===== src/rtl/uart_rx.sv =====
// UART receiver: 16x oversampled RX line, switch-selected frame format,
// delivers each byte with a one-cycle valid pulse plus parity/framing flags.
module uart_rx #(
    parameter int unsigned CLK_FREQ = 50_000_000,
    parameter int unsigned BAUD     = 115_200,
    parameter int unsigned DIV      = CLK_FREQ / (BAUD * 16)
) (
    input  logic       clk,
    input  logic       rst,
    input  logic       RX,
    input  logic       SW0,
    input  logic       SW1,
    input  logic       SW2,
    output logic [7:0] data_out,
    output logic       valid,
    output logic       parity_err,
    output logic       frame_err,
    output logic       busy
);
    localparam int unsigned CNT_W = (DIV > 1) ? $clog2(DIV) : 1;

    if (DIV < 1) begin : g_div_check
        $error("uart_rx: DIV must be >= 1");
    end

    typedef enum logic [2:0] {
        IDLE, START, DATA, PARITY, STOP1, STOP2, DONE, BREAK
    } state_t;

    state_t             state_q, state_d;
    logic               rx_meta, rx_s, rx_d;
    logic [CNT_W-1:0]   cnt_q, cnt_d;
    logic [3:0]         sc_q, sc_d;
    logic [2:0]         bc_q, bc_d;
    logic [7:0]         shreg_q, shreg_d;
    logic               cfg_par_q, cfg_par_d;
    logic               cfg_8_q, cfg_8_d;
    logic               cfg_2s_q, cfg_2s_d;
    logic               perr_q, perr_d;
    logic               ferr_q, ferr_d;
    logic [7:0]         data_d;
    logic               valid_d, parity_err_d, frame_err_d, busy_d;
    logic               fall_c, tick_c, sample_c, start_c, load_c;

    // Synchronizer, edge register and all state; line flops reset to idle-high
    always_ff @(posedge clk or negedge rst) begin
        if (!rst) begin
            rx_meta    <= 1'b1;
            rx_s       <= 1'b1;
            rx_d       <= 1'b1;
            state_q    <= IDLE;
            cnt_q      <= '0;
            sc_q       <= '0;
            bc_q       <= '0;
            shreg_q    <= '0;
            cfg_par_q  <= 1'b0;
            cfg_8_q    <= 1'b0;
            cfg_2s_q   <= 1'b0;
            perr_q     <= 1'b0;
            ferr_q     <= 1'b0;
            data_out   <= '0;
            valid      <= 1'b0;
            parity_err <= 1'b0;
            frame_err  <= 1'b0;
            busy       <= 1'b0;
        end else begin
            rx_meta    <= RX;
            rx_s       <= rx_meta;
            rx_d       <= rx_s;
            state_q    <= state_d;
            cnt_q      <= cnt_d;
            sc_q       <= sc_d;
            bc_q       <= bc_d;
            shreg_q    <= shreg_d;
            cfg_par_q  <= cfg_par_d;
            cfg_8_q    <= cfg_8_d;
            cfg_2s_q   <= cfg_2s_d;
            perr_q     <= perr_d;
            ferr_q     <= ferr_d;
            data_out   <= data_d;
            valid      <= valid_d;
            parity_err <= parity_err_d;
            frame_err  <= frame_err_d;
            busy       <= busy_d;
        end
    end

    // Next-state, counters and output loads
    always_comb begin
        state_d      = state_q;
        cnt_d        = cnt_q;
        sc_d         = sc_q;
        bc_d         = bc_q;
        shreg_d      = shreg_q;
        cfg_par_d    = cfg_par_q;
        cfg_8_d      = cfg_8_q;
        cfg_2s_d     = cfg_2s_q;
        perr_d       = perr_q;
        ferr_d       = ferr_q;
        data_d       = data_out;
        valid_d      = 1'b0;
        parity_err_d = parity_err;
        frame_err_d  = frame_err;
        start_c      = 1'b0;
        load_c       = 1'b0;

        fall_c   = rx_d & ~rx_s;
        tick_c   = (state_q != IDLE) && (cnt_q == CNT_W'(DIV - 1));
        sample_c = tick_c && (sc_q == 4'd15);

        if (state_q == IDLE || tick_c) begin
            cnt_d = '0;
        end else begin
            cnt_d = cnt_q + 1'b1;
        end
        if (tick_c) begin
            sc_d = sc_q + 1'b1;
        end

        case (state_q)
            IDLE: begin
                if (fall_c) start_c = 1'b1;
            end
            START: begin
                if (tick_c && sc_q == 4'd7) begin
                    if (rx_s) begin
                        state_d = IDLE;
                    end else begin
                        state_d = DATA;
                        sc_d    = '0;
                    end
                end
            end
            DATA: begin
                if (sample_c) begin
                    shreg_d = {shreg_q[6:0], rx_s};
                    bc_d    = bc_q + 1'b1;
                    if (bc_q == (cfg_8_q ? 3'd7 : 3'd6)) begin
                        state_d = cfg_par_q ? PARITY : STOP1;
                    end
                end
            end
            PARITY: begin
                if (sample_c) begin
                    perr_d  = (^shreg_q) ^ rx_s;
                    state_d = STOP1;
                end
            end
            STOP1: begin
                if (sample_c) begin
                    ferr_d  = ~rx_s;
                    state_d = cfg_2s_q ? STOP2 : DONE;
                    load_c  = ~cfg_2s_q;
                end
            end
            STOP2: begin
                if (sample_c) begin
                    ferr_d  = ferr_q | ~rx_s;
                    state_d = DONE;
                    load_c  = 1'b1;
                end
            end
            DONE: begin
                // A start edge coinciding with DONE is taken immediately
                if (fall_c) begin
                    start_c = 1'b1;
                end else if (!rx_s) begin
                    state_d = BREAK;
                end else begin
                    state_d = IDLE;
                end
            end
            BREAK: begin
                if (rx_s) state_d = IDLE;
            end
            default: state_d = IDLE;
        endcase

        if (start_c) begin
            state_d   = START;
            cnt_d     = '0;
            sc_d      = '0;
            bc_d      = '0;
            shreg_d   = '0;
            perr_d    = 1'b0;
            ferr_d    = 1'b0;
            cfg_par_d = SW0;
            cfg_8_d   = SW1;
            cfg_2s_d  = SW2;
        end

        if (load_c) begin
            data_d       = shreg_q;
            valid_d      = 1'b1;
            parity_err_d = perr_d;
            frame_err_d  = ferr_d;
        end

        busy_d = (state_d != IDLE);
    end

endmodule


===== config.mk =====
export PLATFORM = sky130hd
export DESIGN_NAME = uart_rx
export DESIGN_NICKNAME = d
export VERILOG_FILES = /design/src/rtl/uart_rx.sv
export SDC_FILE = /design/constraint.sdc
export NUM_CORES = 1
export LEC_CHECK = 0
export CAP_MARGIN = 20
export CELL_PAD_IN_SITES_DETAIL_PLACEMENT = 2
export CELL_PAD_IN_SITES_GLOBAL_PLACEMENT = 2
export CORE_MARGIN = 3
export CORE_UTILIZATION = 41
export DETAILED_ROUTE_END_ITERATION = 7
export HOLD_SLACK_MARGIN = 0.02
export PLACE_DENSITY = 0.79
export SLEW_MARGIN = 30
export SYNTH_ARGS = -nofsm -noshare
export SYNTH_HDL_FRONTEND = slang
export SYNTH_SLANG_ARGS = --single-unit

===== constraint.sdc =====
create_clock -name clk -period 3.58 [get_ports clk]
set_clock_uncertainty 0.1 [all_clocks]
set_input_delay 0.537 -clock clk [delete_from_list [all_inputs] [get_ports clk]]
set_output_delay 0.537 -clock clk [all_outputs]
set_load 0.05 [all_outputs]

# Word level (Yosys, flattened, before mapping)

Index checks and enable logic that the tools add are counted.

Output and inout bits: 12
Logic and storage cells: 90
Register bits: 43
Bits in writable memories: 0
Memories kept: 0
Input bits: 6
Bits in read-only memories: 0
Bits in latches: 0

Order comparisons: 0
Multipliers: 0
Reduce and logical (&&, ||, !) cells: 12
Div/mod/pow operators: 0
Mux-type cells: 41
$add $sub $neg: 3
Equal/unequal tests: 11
Bitwise logic cells: 5
Shifts and indexed selects: 0

Operator list:

| operator                                            | number |
|---|---|
| 2-to-1 mux 3 bit                                    | 14 |
| 2-to-1 mux 8 bit                                    | 3 |
| case mux 3 bit (7 select lines)                     | 1 |
| 2-to-1 mux 4 bit                                    | 5 |
| equality test 3 bit, second input constant          | 4 |
| 2-to-1 mux 1 bit                                    | 12 |
| 2-to-1 mux 5 bit                                    | 2 |
| XOR reduction 8 bit                                 | 1 |
| equality test 3 x 2 -> 1 bit, second input constant | 2 |
| nonzero test 3 bit                                  | 2 |
| adder 5 x 1 -> 5 bit, second input constant         | 1 |
| equality test 5 bit, second input constant          | 1 |
| adder 4 x 1 -> 4 bit, second input constant         | 1 |
| equality test 4 x 3 -> 1 bit, second input constant | 1 |
| equality test 4 bit, second input constant          | 1 |
| 2-to-1 mux 2 bit                                    | 2 |
| case mux 1 bit (2 select lines)                     | 2 |
| nonzero test 2 bit                                  | 2 |
| adder 3 x 1 -> 3 bit, second input constant         | 1 |
| equality test 3 x 1 -> 1 bit, second input constant | 1 |
| equality test 3 bit                                 | 1 |
| logical AND 1 bit                                   | 3 |
| zero test 3 bit                                     | 1 |
| NOT 1 bit                                           | 2 |
| 6 further kinds                                     | 6 |

# Longest topological paths before layout

Gate-level depths: netlist of run 1.

Depth after elaboration: 7
Gate-level depth with buffers: 8
Mapped depth without buffers: 7

# Worst setup path after synthesis of run 1

Ideal clock, no wire load.

Path type: register to register
Start: register cnt_q[0]
End: register data_out[0]
Arrival time: 1.869 ns
Library setup time: 0.125 ns
Buffers on the path: 1
Cell stages (with the launch flop): 8
Period minus slack after synthesis: 2.094 ns
Required time: 3.355 ns
Slack: 1.486 ns
Cells stage by stage: dfrtp_1 > inv_1 > ha_1 > nand4b_4 > nor4_4 > a21boi_1 > buf_4 > mux2_2

Cells in the longest elaborated chain, start to end: 5
Elaborated cells between the ends (all ways): 6
Those cells by class: 1 x eq/ne; 3 x mux; 2 x reduce/logical

RTL lines:

| what                                       | line     | source |
|---|---|---|
| from (decl)                                | 32       | `logic [CNT_W-1:0] cnt_q, cnt_d;` |
| from (signal assigned)                     | 71       | `cnt_q <= cnt_d;` |
| equality test 5 bit *                      | 108      | `tick_c = (state_q != IDLE) && (cnt_q == CNT_W'(DIV - 1));` |
| logical AND 1 bit *                        | 108      |  |
| logical AND 1 bit *                        | 109      | `sample_c = tick_c && (sc_q == 4'd15);` |
| 2-to-1 mux 1 bit, on equally long branches | 157, 150 |  |
| case mux 1 bit (2 select lines) *          | 120      | `case (state_q)` |
| via load_c                                 | 43       | `logic fall_c, tick_c, sample_c, start_c, load_c;` |
| to (signal assigned)                       | 80       | `data_out <= data_d;` |
| to (decl)                                  | 14       | `output logic [7:0] data_out,` |

The timed path passes the listed nets; every way through them passes the cells marked *.
A chain may end at the register's enable or synchronous reset.

# Worst setup path in the final report of run 1

Start: register state_q[0]
End: register bc_q[0]

Cells in the longest elaborated chain, start to end: 5
Elaborated cells between the ends (all ways): 12
Those cells by class: 2 x eq/ne; 2 x mux; 8 x reduce/logical

RTL lines:

| what                                                                            | line | source |
|---|---|---|
| from (decl)                                                                     | 30   | `state_t state_q, state_d;` |
| from (signal assigned)                                                          | 70   | `state_q <= state_d;` |
| equality test 3 bit (tied with other cells)                                     | 120  |  |
| OR reduction 2 bit (no source line) / logical AND 1 bit (equally long branches) | -    |  |
| 2-to-1 mux 1 bit / logical AND 1 bit (equally long branches)                    | -    |  |
| nonzero test 2 bit (no source line)                                             | -    |  |
| AND reduction 2 bit (no source line)                                            | -    |  |
| to (signal assigned)                                                            | 54   | `bc_q <= '0;` |
| to (signal assigned)                                                            | 73   | `bc_q <= bc_d;` |
| to (decl)                                                                       | 34   | `logic [2:0] bc_q, bc_d;` |

Several ways; a longest one is shown, not always the timed one.

==> results of run 1 <==
registers in the layout (all words and copies together), names as in the netlist:
register	cells
cnt_q	5
sc_q	4
state_q	3
cfg_par_q	1
ferr_q	1
cfg_2s_q	1
valid	1
bc_q	3
frame_err	1
cfg_8_q	1
rx_s	1
data_out	8
rx_d	1
shreg_q	8
busy	1
parity_err	1
perr_q	1
rx_meta	1
logic make-up after synthesis:
kind of cell | after synthesis
simple gates | 61
flops | 43
compound gates | 23
mux | 22
xor+xnor | 16
buf+inv | 13
fa+ha+maj | 4
cell usage after synthesis (2+ instances only):
| cell type | n |
|---|---|
| o22ai_1 | 2 |
| nor4_4 | 2 |
| o211ai_1 | 2 |
| mux2_2 | 13 |
| o31ai_1 | 2 |
| and2b_2 | 2 |
| ha_1 | 4 |
| nand3_1 | 3 |
| nand2_1 | 16 |
| inv_1 | 6 |
| a21oi_1 | 6 |
| xnor2_1 | 10 |
| mux2i_1 | 9 |
| dfrtp_1 | 40 |
| dfstp_2 | 3 |
| xor2_1 | 6 |
| buf_2 | 3 |
| nor2_1 | 23 |
area by class of cell:
cell class,count,area share
well taps,67,0.03438
inverters,7,0.01077
flip-flops and latches,43,0.4428
clock buffers,7,0.03951
clock inverters,1,0.003079
repair buffers,20,0.07799
multi-input cells,126,0.3915
stage by stage:
stage | cell area [µm²] | setup slack, ps | hold slack, ps | cells
finish | 2439 | 1300 | 108.6 | 271
global route | 2439 | 1063 | 138.8 | 271
CTS | 2429 | 1083 | 260.2 | 270
detailed placement | 2325 | 1150 | 248.2 | 262
global placement | 2325 | 1267 | 247.2 | 262
floorplan | 2108 | 1486 | 141.4 | 182
how the worst max path moves through the flow:
stage                     depth (start not counted)  slack [ps]          end        from
after floorplan                                   7        1490  data_out[0]    cnt_q[0]
after CTS                                         7        1080      bc_q[2]    cnt_q[0]
final                                             5        1300      bc_q[0]  state_q[0]
after global routing                              7        1060  data_out[6]    cnt_q[0]
after detailed placement                          6        1150      bc_q[0]    cnt_q[0]
after global placement                            6        1270      bc_q[0]    cnt_q[0]
metal layers:
metal / routed length, µm / GRT usage / share of wire / vias to the layer above
met1: 2387 / 0.2487 / 0.45 / 755
met4: 72 / 0.04448 / 0.014 / 0
met5: 0 / 0 / 0 / -
met2: 2671 / 0.3228 / 0.51 / 20
li1: - / - / - / 667
met3: 141 / 0.04408 / 0.027 / 7
critical path, cell delays in order, from the launching register on:
cell and delay (ps):
dfrtp_1 570, nor3b_1 400, nor3b_2 440, buf_4 290, nor2_1 80, mux2_2 290
power by group:
part | total, W | internal, W | switching [W]
logic | 0.000154 | 0.0000758 | 0.0000784
registers | 0.000600 | 0.000539 | 0.0000615
clock network | 0.000349 | 0.000176 | 0.000173
==> run metrics, run 1 <==
register area=~1100 µm²; clock buffer depth=2; Buffers on Ports=17; Reg clk slew, reported paths=around 90 ps; filler instances=511; worst-skew pair later-pin latency=roughly 300 ps; Site Rows=25; multiplexer share of the synthesized area=0.1122; Yosys warnings=0; Synth Area in Simple Gates=0.1709; Yosys top cell by area=dfrtp_1; worst r2r src=state_q[0]; vias in the first global route=1699; worst vdd ir=0.0002440 V; Via Count=~1400; largest net degree at the start of global routing=44; final total power=0.001103 W; Post-Synthesis Cells=182; Worst Hold Class=in -> async; maximum net fanout on the critical path=14; post_cts resized=0; Synth cell types=48; layout cells sized above 1=0.2010; syn avg cell area=around 12 µm²; final wirelength=~5.3 mm; IO Count=18; total negative slack=0 ps; post-CTS setup buffers=0; CTS Hold Buffers Added=0; TritonCTS clock tree=built; initial antenna violation count=0; top cells by area, synth=dfrtp_1 (47%), mux2_2 (6.9%), mux2i_1 (4.3%); Die X=between 70 and 80 µm; power density cells=452.4 nW/µm²; fin crit share=0.6369; Die Height=77.71 µm; fmax=0.4386 GHz; Max-Cap Viols=0; ANT cells=0; worst rel slew slack=0.6262; leak pwr=1.074 nW; largest family of logic cells by synthesized area=simple AND/OR/NAND/NOR gates; CP arrival=approximately 2400 ps; CP required=around 3700 ps; dpl hpwl=~3.7 mm; Seq/Total Area, Yosys=0.5122; Syn-to-layout area delta=15.67%; CORE AREA=4848 µm²; status=completed; worst-margin pin slew=560.7 ps; cts bufs inserted=5; drt pass-1 iters=4; Synth async-reset ratio=1.000; gpl congestion=0.8061; final setup fails=0; DR WL/cell=19.46 µm; Initial DRC Count=96; Die ar.=6039 µm²; R2R Setup Slk=between 1000 and 1500 ps; ys flop type=dfrtp_1; initial core utilization=0.4348; Root Driver=clkbuf_8; DR vias/cell=5.347; fin. max-slew vios=0; Worst R2R Path Depth=5; synthesized-area fraction occupied by adder cells=0.02374; register bit total from synthesis=43; DR DRC count=0; post-layout util=0.5030; post-synthesis xor/xnor area fraction=0.06647; Post-DRT Antenna Nets=0; commonest non-fill, non-tap cell in the layout=dfrtp_1; Period minus WS final=2280 ps; unrepaired setup endpoints after global routing=false; Hold Fails Final Rpt=0; global-route wire length before repair=8.907 mm; clock sinks=between 40 and 50; gr ovfl total=0; post-synthesis net count=approximately 190; reg2reg end=bc_q[0]; multi-input logic area=954.7 µm²; Worst setup EP type=flip-flop; WS Path Type=reg -> reg; H-tree depth=2; number of synthesized flops with an enable pin=0; overall routing resource usage=0.1913; Synth top area share=0.4748; post-synthesis compound-gate area fraction=0.07953; Final nets=213; Startpoint Class=flip-flop; synthesized area=approximately 2100 µm²; commonest non-fill, non-tap cells in the layout=dfrtp_1 (40), nor2_1 (23), nand2_1 (16), clkdlybuf4s50_1 (16), mux2_2 (13)
(Power assumes the default switching activity.)
==> run 2: changes to the inputs <==
CORE_UTILIZATION = 35   (was 41)
PLACE_DENSITY = 0.71   (was 0.79)
clock period = 2 ns   (was 3.58 ns; I/O delays follow)
==> run 2 against run 1 <==
Compared with the run above: the run now ends with negative setup slack left; worst setup slack got worse by 1400 ps; register-to-register slack lost 1400 ps; wire length up 16%; first-iteration DRC count down 44%; via count up 8.4%; clock power is 110% higher; total power grew 100%; largest power group unchanged; sequential cell count stayed put; combinational power up 140%; sequential power grew 82%.
==> run metrics, run 2 (same netlist as run 1, synthesis figures left out) <==
Post-DRT Antenna Nets=0 (unchanged); top flop regs=data_out x8, shreg_q x8, cnt_q x5; DR WL/cell=20.20 µm (+3.8%); Reg clk slew, reported paths=90 ps (about the same); Die X=83.61 µm (+7.6%); Site Rows=27 (+8.0%); TritonCTS clock tree=built; gpl congestion=0.8343 (+3.5%); DR DRC count=0 (unchanged); switching fraction of total power=0.2905 (+0.006809); initial core utilization=0.3715 (-0.06337); total negative slack=-1126 ps (-1126 ps); ANT cells=0 (unchanged); Syn-to-layout area delta=32.88%; post-layout util=0.4936 (-0.009361); vias in the first global route=1904 (+12%); Max-Cap Viols=0 (unchanged); cts bufs inserted=5 (unchanged); fmax=0.4748 GHz (+8.3%); worst-skew pair later-pin latency=310 ps (about the same); status=finished with violations; CORE AREA=5675 µm² (+17%); Root Driver=clkbuf_8; Hold Fails Final Rpt=0 (unchanged); IO Count=18 (unchanged); H-tree depth=2 (unchanged); overall routing resource usage=0.1852 (-0.006112); Worst setup EP type=flip-flop; commonest non-fill, non-tap cells in the layout=dfrtp_1 (40), buf_4 (25), nor2_1 (23), nand2_1 (15), clkdlybuf4s50_1 (15); final setup fails=16 (+16); WS Path Type=reg -> reg; Final nets=239 (+12%); unrepaired setup endpoints after global routing=true; sw power=0.0006416 W (+100%); layout cells sized above 1=0.3261 (+0.1251); final wirelength=6.099 mm (+16%); Final WS setup=-106.0 ps (-1406 ps); worst vdd ir=0.0003477 V (+43%); clock buffer depth=2 (unchanged); power density cells=788.4 nW/µm² (+74%); worst rel slew slack=0.6337 (+0.007454); Via Count=1570 (+8.4%); Worst Hold Class=reg -> reg; CP required=2100 ps (-1570 ps); filler instances=566 (+11%); Period minus WS final=2106 ps (-174.2 ps); worst-margin pin slew=549.5 ps (-11.18 ps); Initial DRC Count=54 (-44%); fin. max-slew vios=0 (unchanged); Die Height=83.61 µm (+7.6%); Die ar.=6991 µm² (+16%); dpl hpwl=3.824 mm (+2.9%); Startpoint Class=flip-flop; clock sinks=43 (unchanged); commonest non-fill, non-tap cell in the layout=dfrtp_1; initial antenna violation count=0 (unchanged); fin crit share=1.053 (+0.4161); DR vias/cell=5.199 (-2.8%); failing checks=negative setup slack; Clk pwr share=0.339 (+0.023); gr ovfl total=0 (unchanged); maximum net fanout on the critical path=11 (-3); Seq pwr share=0.493 (-0.051); P_int=0.001567 W (+98%); Comb power frac=0.168 (+0.028); largest net degree at the start of global routing=44 (unchanged); Buffers on Ports=17 (unchanged); drt pass-1 iters=4 (unchanged); global-route wire length before repair=10.16 mm (+14%); leak pwr=1.257 nW (+17%); CP arrival=2210 ps (-160 ps)
## run 2: cell types whose count changed in the layout (fill, tap and decap cells not counted), moves of 2 or more
| cell | delta |
|---|---|
| mux2_2 | -9 |
| buf_4 | +21 |
| ha_1 | -2 |
| buf_12 | +2 |
| mux2_4 | +9 |
## run 2: area by class of cell
cell class              count  area [µm²]  area share
well taps                  72       90.09     0.03216
repair buffers             46       430.4      0.1536
inverters                   7       30.03     0.01072
flip-flops and latches     43        1080      0.3854
multi-input cells         126        1050      0.3747
clock buffers               6       82.58     0.02948
clock inverters             2       38.79     0.01385
## run 2: power by group through the flow
stage	registers [W]	clock network [W]	logic [W]
4_1_cts	0.00108	0.000765	0.000334
6_report	0.00109	0.000749	0.000370
3_5_place_dp	0.00109	0	0.000323
2_1_floorplan	0.00107	0	0.000206
3_3_place_gp	0.00108	0	0.000299
5_1_grt	0.00110	0.000808	0.000429
## run 2: layer usage
metal  vias to the layer above  global-route usage  wire length [µm]
met5                         -                   0                 0
met4                         0             0.06579                78
met3                         7             0.03159               103
met2                        23              0.3333              3344
met1                       815              0.2206              2573
li1                        725                   -                 -
## run 2: through the flow
stage / std cells / hold WS (ps) / power [W] / worst slack (ps) / area, µm²
after floorplan: 182 / -95.59 / 0.001273 / -48.42 / 2118
after global routing: 302 / 273.6 / 0.002341 / -196.4 / 2801
final: 302 / 264.0 / 0.002209 / -106.0 / 2801
after detailed placement: 283 / 253.2 / 0.001410 / -91.11 / 2482
after global placement: 283 / 249.1 / 0.001376 / 18.02 / 2482
after CTS: 297 / 266.5 / 0.002177 / -84.66 / 2721
## run 2: path summary, 6_finish.rpt
kind / startpoint / end / slack (ps) / cells past startpoint
setup / recovery: cnt_q[0] / data_out[1] / -110 / 7
hold / removal: rx_meta / rx_s / 260 / 0
setup reg to reg: cnt_q[0] / data_out[1] / -110 / 7
hold reg to reg: rx_meta / rx_s / 260 / 0
max in group asynchronous: rst / cnt_q[2] / 930 / 3
min in group asynchronous: rst / sc_q[1] / 490 / 3
## run 2: critical path, cell delays in order, from the launching register on
cell	delay [ps]
dfrtp_1	410
inv_2	80
ha_4	140
nand4b_4	160
nor4_4	390
a21boi_4	260
buf_12	160
mux2_4	310
## run 2: what timing repair did
item	4_1_cts	5_1_grt
hold buffers	1	0
endpoints found under the hold margin	40	0
endpoints found under the setup margin	13	29
pin swaps	1	4
setup buffers	4	5
cloned	1	0
resized for setup	11	11
==> run 3: changes to the inputs <==
CORE_UTILIZATION = 41   (was 35)
PLACE_DENSITY = 0.79   (was 0.71)
SETUP_SLACK_MARGIN = 0.02   (was default)
clock period = 2.6 ns   (was 2 ns; I/O delays follow)
==> run 3 against run 2 <==
Compared with the run above: the flow now finishes without violations; fmax shrank 11%; first-iteration DRC count shrank 22%; register-to-register slack improved by 340 ps; global-route usage grew 0.62 points; clock power fell by 17%.
==> run metrics, run 3 (same netlist as run 1, synthesis figures left out) <==
DR DRC count=0 (unchanged); worst vdd ir=0.0003599 V (+3.5%); worst rel slew slack=0.6251 (-0.008573); IO Count=18 (unchanged); global-route wire length before repair=8.983 mm (-12%); overall routing resource usage=0.1913 (+0.006159); switching fraction of total power=0.2601 (-0.03035); Die ar.=6039 µm² (-14%); TritonCTS clock tree=built; final wirelength=5.265 mm (-14%); layout cells sized above 1=0.2115 (-0.1145); Period minus WS final=2368 ps (+262.2 ps); Via Count=1476 (-6.0%); Root Driver=clkbuf_8; sw power=0.0004340 W (-32%); unrepaired setup endpoints after global routing=false; worst-margin pin slew=562.4 ps (+12.86 ps); clock buffer depth=2 (unchanged); dpl hpwl=3.556 mm (-7.0%); Startpoint Class=flip-flop; Post-DRT Antenna Nets=0 (unchanged); initial antenna violation count=0 (unchanged); gpl congestion=0.8560 (+2.6%); commonest non-fill, non-tap cell in the layout=dfrtp_1; DR WL/cell=19.15 µm (-5.2%); DP Area=2355 µm² (-5.1%); clock sinks=43 (unchanged); Buffers on Ports=17 (unchanged); P_int=0.001234 W (-21%); H-tree depth=2 (unchanged); Comb power frac=0.137 (-0.031); cell area after layout=2504 µm² (-11%); leak pwr=1.108 nW (-12%); commonest non-fill, non-tap cells in the layout=dfrtp_1 (40), nor2_1 (23), nand2_1 (16), clkdlybuf4s50_1 (16), mux2_2 (13); Seq pwr share=0.492 (about the same); total negative slack=0 ps (+1126 ps); final setup fails=0 (-16); Site Rows=25 (-7.4%); Worst setup EP type=flip-flop; gr ovfl total=0 (unchanged); CORE AREA=4848 µm² (-15%); post-layout util=0.5164 (+0.02278); CP required=2680 ps (+580 ps); WS Path Type=reg -> reg; filler instances=491 (-13%); Final nets=217 (-9.2%); power density cells=666.3 nW/µm² (-15%); fin crit share=0.9109 (-0.1421); Max-Cap Viols=0 (unchanged); ANT cells=0 (unchanged); Die X=77.71 µm (-7.1%); Reg clk slew, reported paths=80 ps (about the same); worst-skew pair later-pin latency=300 ps (about the same); initial core utilization=0.4348 (+0.06337); post_cts resized=0 (-11); cts bufs inserted=5 (unchanged); Initial DRC Count=42 (-22%); Die Height=77.71 µm (-7.1%); drt pass-1 iters=3 (-1); maximum net fanout on the critical path=8 (-3); Hold Fails Final Rpt=0 (unchanged); status=completed; Worst Hold Class=reg -> reg; register area=1080 µm² (unchanged); vias in the first global route=1720 (-9.7%); fmax=0.4223 GHz (-11%); DR vias/cell=5.367 (+3.2%); final total power=0.001668 W (-24%); Syn-to-layout area delta=18.75%; Clk pwr share=0.371 (+0.032); largest net degree at the start of global routing=44 (unchanged); multi-input logic area=954.7 µm² (-9.1%); top flop regs=data_out x8, shreg_q x8, cnt_q x5; fin. max-slew vios=0 (unchanged); CP arrival=2440 ps (+230 ps)
==> run 3: cell types whose count changed in the layout (fill, tap and decap cells not counted), sizes merged <==
cell | before | now
clkinv | 0 | 1
buf | 28 | 7
clkdlybuf4s50 | 15 | 16
clkbuf | 7 | 5
bufinv | 1 | 2
inv | 7 | 6
dlymetal6s2s | 1 | 0
==> run 3: stage by stage <==
step                      setup WS, ps  hold slack, ps  cells
after floorplan                  506.0          -5.591    182
after global placement           443.8           246.6    266
after detailed placement         279.8           247.5    266
after CTS                        200.9           173.9    274
after global routing             89.16           267.8    275
final                            231.7           257.9    275
==> run 3: path summary, 6_finish.rpt <==
check | start | endpoint | slack (ps) | depth (start not counted)
max | cnt_q[0] | busy | 230 | 7
min | rx_meta | rx_s | 260 | 0
max reg2reg | cnt_q[0] | busy | 230 | 7
min reg2reg | rx_meta | rx_s | 260 | 0
max in group asynchronous | rst | rx_s | 1470 | 2
min in group asynchronous | rst | busy | 530 | 2
==> run 3: worst max-delay path, cell delays in order, from the launching register on <==
cell and delay, ps:
dfrtp_1 430, inv_1 80, ha_1 200, nand4b_4 210, a211oi_1 350, o22ai_1 140
a211o_2 370, or3b_1 360
==> run 3: layout make-up <==
cell class / instances / share of cell area
tap: 67 / 0.03348
clock buffer: 5 / 0.02749
clock inverter: 3 / 0.02699
timing repair buffer: 24 / 0.08896
multi-input combinational: 126 / 0.3813
sequential: 43 / 0.4313
inverter: 7 / 0.01049
==> run 3: what timing repair did <==
item,4_1_cts,5_1_grt
buffers inserted,0,0
hold buffers,0,1
endpoints found under the hold margin,0,10
==> run 3: power by group through the flow <==
stage | logic, W | registers (W) | clock network, W
finish | 0.000228 | 0.000821 | 0.000619
global route | 0.000258 | 0.000838 | 0.000665
CTS | 0.000232 | 0.000822 | 0.000639
detailed placement | 0.000228 | 0.000836 | 0
global placement | 0.000210 | 0.000826 | 0
floorplan | 0.000156 | 0.000819 | 0
==> run 3: per-layer routing <==
| layer | wire length [µm] | vias to the layer above | GRT usage | share of wire |
|---|---|---|---|---|
| met3 | 127 | 5 | 0.03596 | 0.024 |
| met4 | 44 | 0 | 0.05516 | 0.0084 |
| met5 | 0 | - | 0 | 0 |
| met2 | 2819 | 18 | 0.3519 | 0.54 |
| met1 | 2274 | 775 | 0.2242 | 0.43 |
| li1 | - | 678 | - | - |
